$ cat config.mk
export PLATFORM = sky130hd
export DESIGN_NAME = cfg_pll
export DESIGN_NICKNAME = d
export VERILOG_FILES = /design/src/rtl/cfg_pll.sv
export SDC_FILE = /design/constraint.sdc
export NUM_CORES = 1
export LEC_CHECK = 0
export CORE_MARGIN = 3
export CORE_UTILIZATION = 35
export CTS_BUF_LIST = sky130_fd_sc_hd__clkbuf_4 sky130_fd_sc_hd__clkbuf_8 sky130_fd_sc_hd__clkbuf_16
export DETAILED_ROUTE_END_ITERATION = 10
export GPL_ROUTABILITY_DRIVEN = 0
export SKIP_CTS_REPAIR_TIMING = 1
export SLEW_MARGIN = 20
export SYNTH_ARGS = -nofsm -noshare
export SYNTH_HDL_FRONTEND = slang
export SYNTH_SLANG_ARGS = --single-unit
$ cat constraint.sdc
create_clock -name clkin1 -period 3.1 [get_ports clkin1]
set_clock_uncertainty 0.2 [all_clocks]
set_input_delay 0.93 -clock clkin1 [delete_from_list [all_inputs] [get_ports clkin1]]
set_output_delay 0.93 -clock clkin1 [all_outputs]
set_load 0.01 [all_outputs]
$ cat src/rtl/cfg_pll.sv
`default_nettype none
// ============================================================================
// Module   : cfg_pll
// Purpose  : Single-output clock generator with lock indication. clkout0 is
//            clkin1 divided by an even ratio, optionally delayed by a whole
//            number of clkin1 cycles and optionally held low until lock.
//            lock asserts a fixed number of clkin1 edges after reset release
//            and stays high until the next reset.
// Ports    : clkin1  - reference clock, all logic on its rising edge
//            rst     - synchronous active-high reset
//            clkout0 - divided clock, 50% duty, register-driven
//            lock    - sticky lock flag, register-driven
// Revision : 1.0 - initial release
// ============================================================================
module cfg_pll #(
  parameter real CLKIN_FREQ    = 27.0,  // MHz, informational only
  parameter int  CLKOUT0_DIV   = 2,
  parameter int  CLKOUT0_PHASE = 0,
  parameter int  CLKOUT0_GATE  = 0,
  parameter int  LOCK_CYCLES   = 1024
) (
  input  logic clkin1,
  input  logic rst,
  output logic clkout0,
  output logic lock
);

  // --------------------------------------------------------------------------
  // Elaboration-time parameter checks
  // --------------------------------------------------------------------------
  generate
    if ((CLKOUT0_DIV < 2) || (CLKOUT0_DIV > 256) || ((CLKOUT0_DIV % 2) != 0)) begin : g_bad_div
      $error("cfg_pll: CLKOUT0_DIV must be even and within 2..256");
    end
    if ((CLKOUT0_PHASE < 0) || (CLKOUT0_PHASE > CLKOUT0_DIV - 1)) begin : g_bad_phase
      $error("cfg_pll: CLKOUT0_PHASE must be within 0..CLKOUT0_DIV-1");
    end
    if ((CLKOUT0_GATE != 0) && (CLKOUT0_GATE != 1)) begin : g_bad_gate
      $error("cfg_pll: CLKOUT0_GATE must be 0 or 1");
    end
    if ((LOCK_CYCLES < 1) || (LOCK_CYCLES > 65535)) begin : g_bad_lock
      $error("cfg_pll: LOCK_CYCLES must be within 1..65535");
    end
    if (CLKIN_FREQ <= 0.0) begin : g_bad_freq
      $error("cfg_pll: CLKIN_FREQ must be positive");
    end
  endgenerate

  // --------------------------------------------------------------------------
  // Constants
  // --------------------------------------------------------------------------
  localparam int         c_half           = CLKOUT0_DIV / 2;
  localparam logic [7:0] c_half_m1        = 8'(c_half - 1);
  localparam logic [8:0] c_phase          = 9'(CLKOUT0_PHASE);
  localparam logic [15:0] c_lock_cycles   = 16'(LOCK_CYCLES);
  // With no phase offset the divider is free to start on the first edge.
  localparam logic       c_phase_done_rst = (CLKOUT0_PHASE > 0) ? 1'b0 : 1'b1;

  // --------------------------------------------------------------------------
  // State
  // --------------------------------------------------------------------------
  logic [8:0]  phase_cnt_q, phase_cnt_d;
  logic        phase_done_q, phase_done_d;
  logic [7:0]  div_cnt_q, div_cnt_d;
  logic        div_clk_q, div_clk_d;
  logic [15:0] lock_cnt_q, lock_cnt_d;
  logic        lock_q, lock_d;
  logic        clkout_q, clkout_d;

  // --------------------------------------------------------------------------
  // Next-state logic: phase delay, divider and lock counter
  // --------------------------------------------------------------------------
  always_comb begin
    phase_cnt_d  = phase_cnt_q;
    phase_done_d = phase_done_q;
    div_cnt_d    = div_cnt_q;
    div_clk_d    = div_clk_q;

    // Phase stage: count edges until the offset is reached, then release
    // the divider on the following edge.
    if (!phase_done_q) begin
      phase_cnt_d = phase_cnt_q + 9'd1;
      if (phase_cnt_d == c_phase) begin
        phase_done_d = 1'b1;
      end
    end

    // Divider: toggle every half period.
    if (phase_done_q) begin
      if (div_cnt_q == c_half_m1) begin
        div_cnt_d = 8'd0;
        div_clk_d = ~div_clk_q;
      end else begin
        div_cnt_d = div_cnt_q + 8'd1;
      end
    end

    // Lock counter saturates at the terminal count so lock can never
    // re-evaluate to zero on its own.
    if (lock_cnt_q == c_lock_cycles) begin
      lock_cnt_d = lock_cnt_q;
    end else begin
      lock_cnt_d = lock_cnt_q + 16'd1;
    end
    lock_d = lock_q | (lock_cnt_d == c_lock_cycles);
  end

  // --------------------------------------------------------------------------
  // Output clock path
  // --------------------------------------------------------------------------
  generate
    if (CLKOUT0_GATE != 0) begin : g_gate
      logic gate_en_q, gate_en_d;

      // The gate only opens on an internal rising transition that occurs
      // while lock is already high, so the first visible high phase is
      // always a full half period.
      always_comb begin
        gate_en_d = gate_en_q | (lock_q & ~div_clk_q & div_clk_d);
        clkout_d  = div_clk_d & gate_en_d;
      end

      always_ff @(posedge clkin1) begin
        if (rst) begin
          gate_en_q <= 1'b0;
        end else begin
          gate_en_q <= gate_en_d;
        end
      end
    end else begin : g_free
      always_comb begin
        clkout_d = div_clk_d;
      end
    end
  endgenerate

  // --------------------------------------------------------------------------
  // State registers
  // --------------------------------------------------------------------------
  always_ff @(posedge clkin1) begin
    if (rst) begin
      phase_cnt_q  <= 9'd0;
      phase_done_q <= c_phase_done_rst;
      div_cnt_q    <= 8'd0;
      div_clk_q    <= 1'b0;
      lock_cnt_q   <= 16'd0;
      lock_q       <= 1'b0;
      clkout_q     <= 1'b0;
    end else begin
      phase_cnt_q  <= phase_cnt_d;
      phase_done_q <= phase_done_d;
      div_cnt_q    <= div_cnt_d;
      div_clk_q    <= div_clk_d;
      lock_cnt_q   <= lock_cnt_d;
      lock_q       <= lock_d;
      clkout_q     <= clkout_d;
    end
  end

  assign clkout0 = clkout_q;
  assign lock    = lock_q;

endmodule
`default_nettype wire

==> qor.txt, run 1 <==
Status - finished, final reports clean
Final worst setup slack - 0.8016 ns
Area after DPL - 1969 sq um
CP startpoint kind - flop
Clk pin slew, worst setup/hold paths - 0.07 ns
Number of instances in the placed design - 291
Crit path DAT - 1.17 ns
WS Path Type - flop to output pin
Minimum clock period after layout - 2.298 ns
Main synth FF type - dfxtp_1
# diodes - 0
Main combinational cell family by area after synthesis - simple AND/OR/NAND/NOR gates
Pin slew with the least headroom to its limit - 0.5380 ns
Global-route wire length before repair - 6251 microns
Post-synthesis adder-cell area fraction - 3.987%
Die width - 79.35 microns
Vias in the first global route - 1400
Layout cell share with drive strength beyond 1 - 6.550%
WL final - 3384 microns
Nets@finish - 236
Die ar. - 6296 sq um
Avg Cell Area, Syn - 8.332 sq um
Drt first pass iters - 4
Reg-to-reg slack, setup - 0.87 ns
Most common cell in the netlist - nor2_1
Pin count of the biggest net entering global routing - 16
Unrepaired setup endpoints after global routing - no
Pwr/cell area - 417.0 nW/um^2
R2R Path End - lock$_SDFF_PP0_
Post-Syn Nets - 234
Critical path, cell by cell - clkdlybuf4s50_1
Post-Syn Area - 1883 sq um
TNS Setup - 0 ns
Reg2reg start - lock_cnt_q[0]$_SDFF_PP0_
Final Max Slew Viols - 0
Setup crit end - lock
Synth cell types - 39
Final setup viols - 0
DR vias/cell - 4.943
Initial Utilization - 36.64%
CP delay by family, top - buffers and inverters
Final hold violations - 0
Area Growth Syn to Fin - 9.767%
Worst R2R Path Depth - 7
Top Ports - 4
Via count - 1478
Top-area cell type share of the netlist area - 38.27%
Design Area, Final - 2067 sq um
Std cell rows - 26
Gr usage total - 12.29%
Req. time, crit path - 1.97 ns
Syn Inst Count - 226
Hold crit path type - flop to flop
Buffers added on ports - 3
Slowest stage delay, CP - 0.54 ns
Drt drc - 0
Async SR Flop Fraction - 0%
Crit-path max FO - 2
Initial antenna violation count - 0
Clock Sink Count - 36
Critical path origin - lock$_SDFF_PP0_
CTS Buffer Depth - 2
CTS Buf Count - 5
Die Y - 79.35 microns
Synth Area in Simple Gates - 28.31%
Slew margin rel. - 64.08%
CP bufs+invs - 1
Core ar. - 5140 sq um
CP max stage cell - clkdlybuf4s50_1
Synth Area in Compound Gates - 9.435%
Final HPWL DP - 2464 microns
Post-synth top cells - nor2_1, dfxtp_1, xor2_1, nand2_1, nand3_1
YS warnings - 0
1st-iter DRT viols - 80
Utilization after layout - 40.21%
Number of fill cells - 539
Worst skew pair latency - 0.28 ns
Final Non-Filler Cells - 299
Post-synthesis mux area share - 1.063%
Peak supply drop - 0.0001600 V
Yosys reg bits - 36
Pre-CTS setup slack - 0.8365 ns
Critical path depth in cells - 1
CTS tree - done
# Max-Cap Violations - 0
Crit. End Element - output pin
Routed Antenna Nets - 0
Fmax - 435.1 MHz
Crit share post-route - 74.14%
Number of flops mapped to enable cells by yosys - 0
Post-synth top area cell - dfxtp_1
GR Overflow Total - 0
H-tree Lvls - 2
Sequential share of the synthesized area - 38.27%
Avg WL per Cell - 11.32 microns
Leak pwr - 0.0007624 uW
Clock root buffer - clkbuf_8
Xor/xnor cell area share of the yosys netlist - 14.88%
Largest cells by area after synthesis - dfxtp_1, xor2_1, nor2_1, xnor2_1, ha_1
## stage by stage
step | hold slack, ns | power [uW]
6_report | 0.2869 | 861.9
3_3_place_gp | 0.2769 | 519.0
5_1_grt | 0.3335 | 903.2
3_5_place_dp | 0.2605 | 518.4
2_1_floorplan | 0.2725 | 507.5
4_1_cts | 0.2923 | 878.4
## worst min path at each step
| stage | slack (ns) | cells after the start | endpoint | start |
|---|---|---|---|---|
| 2_1_floorplan | 0.27 | 2 | lock_cnt_q[10]$_SDFF_PP0_ | lock_cnt_q[10]$_SDFF_PP0_ |
| 3_3_place_gp | 0.28 | 2 | lock$_SDFF_PP0_ | lock$_SDFF_PP0_ |
| 3_5_place_dp | 0.26 | 2 | lock$_SDFF_PP0_ | lock$_SDFF_PP0_ |
| 4_1_cts | 0.29 | 2 | lock$_SDFF_PP0_ | lock$_SDFF_PP0_ |
| 5_1_grt | 0.33 | 2 | lock$_SDFF_PP0_ | lock$_SDFF_PP0_ |
| 6_report | 0.29 | 2 | lock$_SDFF_PP0_ | lock$_SDFF_PP0_ |
## layer usage
layer	up-vias	track usage, %	wire length [microns]
li1	790	-	-
met1	669	16.09	1773
met2	15	19.53	1496
met3	4	2.721	68
met4	0	4.983	46
met5	-	0	0
## placed cells by master, fill, tap and decap left out, drive strengths merged, types with 4 or more instances in the layout
master / count
ha: 6
nand4: 7
nand2b: 4
xnor2: 10
clkbuf: 8
dfxtp: 36
nor2: 39
nand3: 13
o21ai: 6
nor2b: 4
nand2: 13
a21oi: 7
inv: 6
xor2: 22
nor3: 11
and3: 4
## state kept, by name (all words and copies together) (netlist names)
name          cells
div_cnt_q         8
lock              1
phase_cnt_q       9
phase_done_q      1
clkout0           1
lock_cnt_q       16
## kinds of logic (layout without fill, tap and decap cells)
family	Yosys count	count (layout)
buffers and inverters	17	20
AO/OA/AOI/OAI	25	25
multiplexers	2	2
flip-flops	36	36
adder cells (fa/ha/maj)	6	6
AND/OR/NAND/NOR	108	108
XOR/XNOR	32	32
## report_power, final
group          internal [uW]  leakage (uW)  total [uW]  switching (uW)
Combinational           16.5      0.000419        34.6            18.2
Clock                    199     0.0000523         354             155
Sequential               467      0.000291         473            6.44
## cell type report
cell class | count | area, sq um | area share [%]
clock buffer | 8 | 97.59 | 4.722
inverter | 6 | 22.52 | 1.090
multi-input combinational | 173 | 1086 | 52.54
sequential | 36 | 720.7 | 34.87
tap | 70 | 87.58 | 4.237
timing repair buffer | 6 | 52.55 | 2.542
No activity file was read; power rests on OpenSTA's default activity.
==> run 2: changes to the inputs <==
==> constraint.sdc (replaced) <==
create_clock -name clkin1 -period 2 [get_ports clkin1]
set_clock_uncertainty 0.2 [all_clocks]
set_input_delay 0.6 -clock clkin1 [delete_from_list [all_inputs] [get_ports clkin1]]
set_output_delay 0.6 -clock clkin1 [all_outputs]
set_load 0.01 [all_outputs]
==> qor.txt, run 2 (same netlist as run 1, synthesis figures left out) <==
Clock root buffer - clkbuf_8
WS Path Type - flop to flop
Clock Sink Count - 36
Crit path DAT - 1.94 ns
Utilization after layout - 44.28%
Die Y - 79.35 microns
Hold crit path type - flop to flop
Req. time, crit path - 2.00 ns
CTS tree - done
Leak pwr - 0.0008802 uW
Peak supply drop - 0.0001830 V
Via count - 1535
Clock share of power - 44.6%
Area after DPL - 2068 sq um
Crit-path max FO - 3
CP delay by family, top - compound AO/OA/AOI/OAI gates
Pin slew with the least headroom to its limit - 0.3993 ns
Top flop regs - lock_cnt_q: 16 flops, phase_cnt_q: 9 flops, div_cnt_q: 8 flops
Most frequent cells in the layout - nor2_1, dfxtp_1, xor2_1
Minimum clock period after layout - 1.944 ns
Design Area, Final - 2276 sq um
Reg with most FFs - lock_cnt_q
Most common cell after layout, fill and taps aside - nor2_1
Slew margin rel. - 73.01%
Buffers added on ports - 3
CP bufs+invs - 1
Std cell rows - 26
Top Ports - 4
CP startpoint kind - flop
Unrepaired setup endpoints after global routing - yes
Gr usage total - 12.96%
CTS Buffer Depth - 2
Number of fill cells - 524
GR Overflow Total - 0
Hold path start - clkout0$_SDFFE_PP0P_
Critical path, cell by cell - buf_6 > a211oi_2 > o211ai_1 > a2111oi_4 > o221ai_2 > o41ai_2
TNS Setup - 0 ns
Max reg flops - 16
Die width - 79.35 microns
Vias in the first global route - 1507
Pint - 1148 uW
CP max stage cell - a2111oi_4
Switching component of the power - 318.7 uW
Final hold violations - 0
Die ar. - 6296 sq um
Final Max Slew Viols - 0
Crit share post-route - 97.20%
Final setup viols - 0
Fmax - 514.4 MHz
Drt drc - 0
Avg WL per Cell - 11.62 microns
Pwr/cell area - 644.6 nW/um^2
Layout cell share with drive strength beyond 1 - 18.52%
Area Growth Syn to Fin - 20.86%
Crit. End Element - flop
# diodes - 0
Final HPWL DP - 2544 microns
Reg2reg start - lock_cnt_q[0]$_SDFF_PP0_
H-tree Lvls - 2
Global-route wire length before repair - 6630 microns
Sequential cell area - 734.5 sq um
Pre-CTS setup slack - -0.05631 ns
Drt first pass iters - 4
# Max-Cap Violations - 0
Worst skew pair latency - 0.29 ns
Pin count of the biggest net entering global routing - 23
WL final - 3637 microns
Final worst setup slack - 0.05593 ns
DR vias/cell - 4.904
Routed Antenna Nets - 0
Hold Slack - 0.3189 ns
Core ar. - 5140 sq um
Area of the multi-input gates - 1154 sq um
Critical path origin - lock_cnt_q[0]$_SDFF_PP0_
Clk pin slew, worst setup/hold paths - 0.07 ns
Switching share of power - 21.72%
CTS Buf Count - 5
Combinational fraction of design power - 5.7%
Register share of total power - 49.8%
Status - finished, final reports clean
Initial antenna violation count - 0
1st-iter DRT viols - 57
Initial Utilization - 36.64%
Slowest stage delay, CP - 0.38 ns
Nets@finish - 250
==> run 2: final timing paths <==
| check | depth (start not counted) | to | slack, ns |
|---|---|---|---|
| worst max-delay path | 6 | lock$_SDFF_PP0_ | 0.06 |
| worst min register to register | 2 | clkout0$_SDFFE_PP0P_ | 0.32 |
| worst min-delay path | 2 | clkout0$_SDFFE_PP0P_ | 0.32 |
| worst max register to register | 6 | lock$_SDFF_PP0_ | 0.06 |
==> run 2: metal layers <==
| metal | vias up | GRT usage, % | share of wire (%) |
|---|---|---|---|
| li1 | 813 | - | - |
| met1 | 696 | 17.76 | 53 |
| met2 | 20 | 19.53 | 43 |
| met3 | 6 | 3.175 | 3.1 |
| met4 | 0 | 4.983 | 1.3 |
| met5 | - | 0 | 0 |
==> run 2: area by class of cell <==
cell class | count | share of cell area (%)
Timing Repair Buffer | 20 | 7.312
Clock buffer | 6 | 3.353
Clock inverter | 2 | 1.539
Sequential cell | 36 | 32.27
Inverter | 6 | 0.9896
Tap cell | 70 | 3.848
Multi-Input combinational cell | 173 | 50.69
==> run 2: per-stage QoR <==
step	std cells	total power [uW]
after floorplan	226	786.9
after global placement	304	813.4
after detailed placement	304	813.9
after CTS	312	1471
after global routing	313	1525
final	313	1467
==> run 2: tightest hold or removal path, delay by kind of cell (launching register included) <==
kind | cells | cell delay [ns]
xor gates and xnor gates | 1 | 0.07
and+or+nand+nor | 1 | 0.07
DFF | 1 | 0.34
==> run 2: power by group through the flow <==
stage / clock, uW / sequential, uW / combinational [uW]
after floorplan: 0 / 747 / 39.9
after global placement: 0 / 746 / 67.5
after detailed placement: 0 / 746 / 68.0
after CTS: 674 / 729 / 68.1
after global routing: 701 / 732 / 91.9
final: 654 / 730 / 83.1
